## src/rtl/xor_rr_scheduler.sv

```systemverilog
// rtl/xor_rr_scheduler.sv - round-robin arbiter that shares one registered XOR unit between N_REQ requesters
module xor_rr_scheduler #(
  parameter int WIDTH = 8,
  parameter int N_REQ = 4,
  parameter int ID_W  = 2
) (
  input  logic                   clk,
  input  logic                   rst_n,
  input  logic [N_REQ-1:0]       req_valid,
  input  logic [N_REQ*WIDTH-1:0] req_a,
  input  logic [N_REQ*WIDTH-1:0] req_b,
  output logic [N_REQ-1:0]       req_ready,
  output logic                   rsp_valid,
  output logic [WIDTH-1:0]       rsp_data,
  output logic [ID_W-1:0]        rsp_id,
  input  logic                   rsp_ready,
  output logic                   busy,
  output logic [15:0]            ops_count
);

  typedef enum logic {EMPTY = 1'b0, FULL = 1'b1} state_t;

  state_t            state_q, state_d;
  logic [ID_W-1:0]   ptr;
  logic [ID_W-1:0]   winner;
  logic              found;
  logic              slot_free;
  logic              accept;
  int                idx;

  always_ff @(posedge clk) begin
    if (!rst_n) state_q <= EMPTY;
    else        state_q <= state_d;
  end

  // Scan ptr, ptr+1, ... wrapping; first valid requester wins.
  always_comb begin
    found  = 1'b0;
    winner = '0;
    idx    = 0;
    for (int k = 0; k < N_REQ; k++) begin
      idx = int'(ptr) + k;
      if (idx >= N_REQ) idx = idx - N_REQ;
      if (!found && req_valid[idx]) begin
        found  = 1'b1;
        winner = ID_W'(idx);
      end
    end
  end

  always_comb begin
    state_d   = state_q;
    slot_free = (state_q == EMPTY) || rsp_ready;
    req_ready = '0;
    if (rst_n && slot_free && found) req_ready[winner] = 1'b1;
    if (slot_free) state_d = found ? FULL : EMPTY;
  end

  assign accept    = |req_ready;
  assign rsp_valid = (state_q == FULL);
  assign busy      = rsp_valid;

  always_ff @(posedge clk) begin
    if (!rst_n) begin
      rsp_data  <= '0;
      rsp_id    <= '0;
      ptr       <= '0;
      ops_count <= '0;
    end else if (accept) begin
      rsp_data <= req_a[int'(winner)*WIDTH +: WIDTH] ^ req_b[int'(winner)*WIDTH +: WIDTH];
      rsp_id   <= winner;
      ptr      <= (winner == ID_W'(N_REQ-1)) ? '0 : winner + ID_W'(1);
      if (ops_count != 16'hFFFF) ops_count <= ops_count + 16'd1;
    end
  end

endmodule

```

## config.mk

```make
export PLATFORM = sky130hd
export DESIGN_NAME = xor_rr_scheduler
export DESIGN_NICKNAME = d
export VERILOG_FILES = /design/src/rtl/xor_rr_scheduler.sv
export SDC_FILE = /design/constraint.sdc
export NUM_CORES = 1
export LEC_CHECK = 0
export ABC_AREA = 1
export CAP_MARGIN = 10
export CORE_UTILIZATION = 49
export CTS_CLUSTER_SIZE = 8
export DETAILED_ROUTE_END_ITERATION = 16
export PLACE_DENSITY_LB_ADDON = 0.3
export SYNTH_ARGS = -nofsm -noshare
export SYNTH_HDL_FRONTEND = slang
export SYNTH_SLANG_ARGS = --single-unit
```

## constraint.sdc

```tcl
create_clock -name clk -period 8.1 [get_ports clk]
set_clock_uncertainty 0.1 [all_clocks]
set_input_delay 1.62 -clock clk [delete_from_list [all_inputs] [get_ports clk]]
set_output_delay 1.62 -clock clk [all_outputs]
set_load 0.005 [all_outputs]
```

==> summary.md <==
| Metric | Value |
|---|---|
| #FFs+latches synth | 29 |
| CORE AREA | 5510 sq um |
| Complex-gate fraction of the synthesized area | 7.69% |
| # setup viols final | 0 |
| Fraction of registers with async set/reset | 0% |
| Peak VDD IR | 0.223 mV |
| DRT antenna net count | 0 |
| Yosys top cell by area | nand2_1 |
| Clock transition at path regs | 0.06 ns |
| WP data arrival | 4.28 ns |
| First-pass GRT wire length | 12.5 mm |
| Mux cell area share after synthesis | 0% |
| Wire per inst | 11.4 microns |
| RSZ-0062 raised after global routing | false |
| Crit Path Category | input port to primary output |
| Top Ports | 103 |
| Die height | 77.4 microns |
| Yosys cell types | 33 |
| Post-Synth Simple-Gate Area | 50.1% |
| Via count | 3349 |
| FMAX | 0.167 GHz |
| Die Area | 5980 sq um |
| Placed cell area | 3760 sq um |
| IO Port Bufs | 102 |
| Synth cell count leaders | 167 x nand2_1, 78 x nand3_1, 76 x inv_1 |
| Register area | 581 sq um |
| DRT iter0 DRCs | 219 |
| Max_slew headroom | 34.6% |
| Yosys warnings | 0 |
| Multi-input logic area | 1760 sq um |
| CTS tree | built |
| CTS Hold Bufs | 0 |
| Setup crit start kind | input port |
| Post-CTS Setup Bufs | 0 |
| Post-cts repair resize count | 0 |
| Largest cells by area after synthesis | nand2_1 23%, dfxtp_1 21%, nand3_1 14%, inv_1 10%, nor2_1 5.3% |
| H-Tree Depth | 2 |
| Status | finished clean |
| Area grow syn2layout | 38.3% |
| Total track usage | 25.5% |
| Mapped Area | 2780 sq um |
| N_diodes | 0 |
| Period utilization | 74.1% |
| Req. time, crit path | 6.38 ns |
| Initial core utilization | 50.5% |
| First-pass DRT Iterations | 5 |
| # DRC | 0 |
| Avg Cell Area, Syn | 5.60 sq um |
| Register area share after synthesis | 20.9% |
| Cell Pwr Density | 381 nW/um^2 |
| Clock root cell | clkbuf_8 |
| Synth Area in XOR/XNOR | 4.09% |
| Crit end category | primary output |
| Fraction of layout cells with a size suffix above 1 | 4.61% |
| Layout fillers | 505 |
| HP Class | flip-flop to flip-flop |
| Static Leak | 0.00186 uW |
| Post-Synth Adder-Cell Area | 1.35% |
| Rows | 27 |
| Worst-Skew Late Latency | 0.28 ns |
| Crit-path max FO | 44 |
| Pin count of the biggest net entering global routing | 45 |
| Top-count cell post-synth | nand2_1 |
| Die W | 77.4 microns |
| Nets | 660 |
| Synth Instances | 497 |
| Clock buffer depth | 2 |
| EDFF count, synth | 0 |
| Drt total wl | 7.52 mm |
| Vias in the first global route | 2990 |
| Max-cap violation count | 0 |
| Fin crit period | 6.00 ns |
| Final Hold Viols | 0 |
| Top cell type's share of synthesized area | 22.5% |
| Routability cong. | 0.870 |
| Least-Margin Pin Slew | 0.982 ns |
| Design area | 3850 sq um |
| HPWL after DPL | 5.60 mm |
| Top FF cell, synth | dfxtp_1 |
| Post-DR vias/cell | 5.09 |
| TNS Setup | 0 ns |
| Syn Nets | 571 |
| Largest family of logic cells by synthesized area | simple AND/OR/NAND/NOR gates |
| CTS Buf Count | 5 |
| GR Overflow Total | 0 |
| CTS Sinks | 29 |
| Initial antenna violation count | 0 |
| Pins Over Slew Limit | 0 |
==> per-layer routing <==
metal | vias to the layer above | global-route usage, % | share of wire, % | routed length, microns
met5 | - | 0 | 0 | 0
met4 | 0 | 7.92 | 1.5 | 116
met3 | 11 | 4.94 | 6.0 | 454
met2 | 128 | 45.6 | 49 | 3710
met1 | 1492 | 30.5 | 43 | 3240
li1 | 1718 | - | - | -
==> layout by cell type (no fill, tap or decap) <==
| cell | n |
|---|---|
| nand2_1 | 167 |
| clkdlybuf4s50_1 | 102 |
| nand3_1 | 78 |
| inv_1 | 76 |
| nor2_1 | 39 |
| dfxtp_1 | 29 |
| a21oi_1 | 18 |
| nand3b_1 | 9 |
| o21ai_0 | 9 |
| xor2_1 | 8 |
| nand2_2 | 6 |
| nor3_1 | 6 |
| clkbuf_8 | 6 |
| xnor2_1 | 5 |
| o21ai_1 | 4 |
| inv_2 | 3 |
| nand4_1 | 3 |
| ha_1 | 3 |
| nand2_4 | 2 |
| inv_4 | 1 |
| nor2_4 | 1 |
| o21ai_2 | 1 |
| nand3_2 | 1 |
| a21oi_2 | 1 |
| nor2_2 | 1 |
| nor2_8 | 1 |
| inv_6 | 1 |
| a31oi_4 | 1 |
| o211ai_1 | 1 |
| nor4_1 | 1 |
| o31ai_2 | 1 |
| clkbuf_1 | 1 |
==> where the power goes <==
part           switching [uW]  internal (uW)
combinational             730            399
sequential               38.4            179
clock                    52.2           67.2
==> critical path, cell delays in order <==
cell and delay, ns:
clkdlybuf4s50_1 0.50, inv_1 0.07, nand2_1 0.05, nand2_1 0.06, nand2_1 0.06, nand2_1 0.09, a21oi_1 0.18, nand2_2 0.23
nand2_4 0.45, ha_1 0.27, inv_1 0.09, nor2_1 0.10, clkdlybuf4s50_1 0.50
==> sequential cells by signal, indices dropped and copies added (netlist names) <==
register,cells
ptr,2
rsp_data,8
rsp_id,2
busy,1
ops_count,16
==> layout make-up <==
cell class | count | share of cell area [%]
Multi-Input combinational cell | 367 | 45.7
Clock buffer | 7 | 2.24
Inverter | 81 | 8.09
Timing Repair Buffer | 102 | 26.5
Sequential cell | 29 | 15.1
Tap cell | 72 | 2.34
==> per-stage QoR <==
step	utilization (%)	setup slack (ns)	instances	total power [uW]	hold WS [ns]
after floorplan	-	3.42	497	1110	0.380
after global placement	68.3	2.19	651	1300	0.383
after detailed placement	68.3	2.12	651	1340	0.385
after CTS	69.9	2.12	658	1460	0.400
after global routing	69.9	1.89	658	1630	0.433
final	69.9	2.10	658	1470	0.401
==> cells by family (layout without fill, tap and decap cells) <==
kind of cell / count (synthesis) / in the layout
XOR/XNOR: 13 / 13
flip-flops: 29 / 29
AND/OR/NAND/NOR: 315 / 315
adder cells (fa/ha/maj): 3 / 3
AO/OA/AOI/OAI: 36 / 36
buffers and inverters: 101 / 190
==> path summary, 6_finish.rpt <==
path / startpoint / endpoint / slack, ns / depth (start not counted)
hold / removal: ops_count[13]$_SDFFE_PN0P_ / ops_count[13]$_SDFFE_PN0P_ / 0.40 / 2
setup / recovery: req_valid[2] / req_ready[2] / 2.10 / 13
setup reg to reg: ptr[0]$_SDFFE_PN0P_ / ops_count[1]$_SDFFE_PN0P_ / 3.89 / 14
hold reg to reg: ops_count[13]$_SDFFE_PN0P_ / ops_count[13]$_SDFFE_PN0P_ / 0.40 / 2
Power figures use the tool's default switching activity.
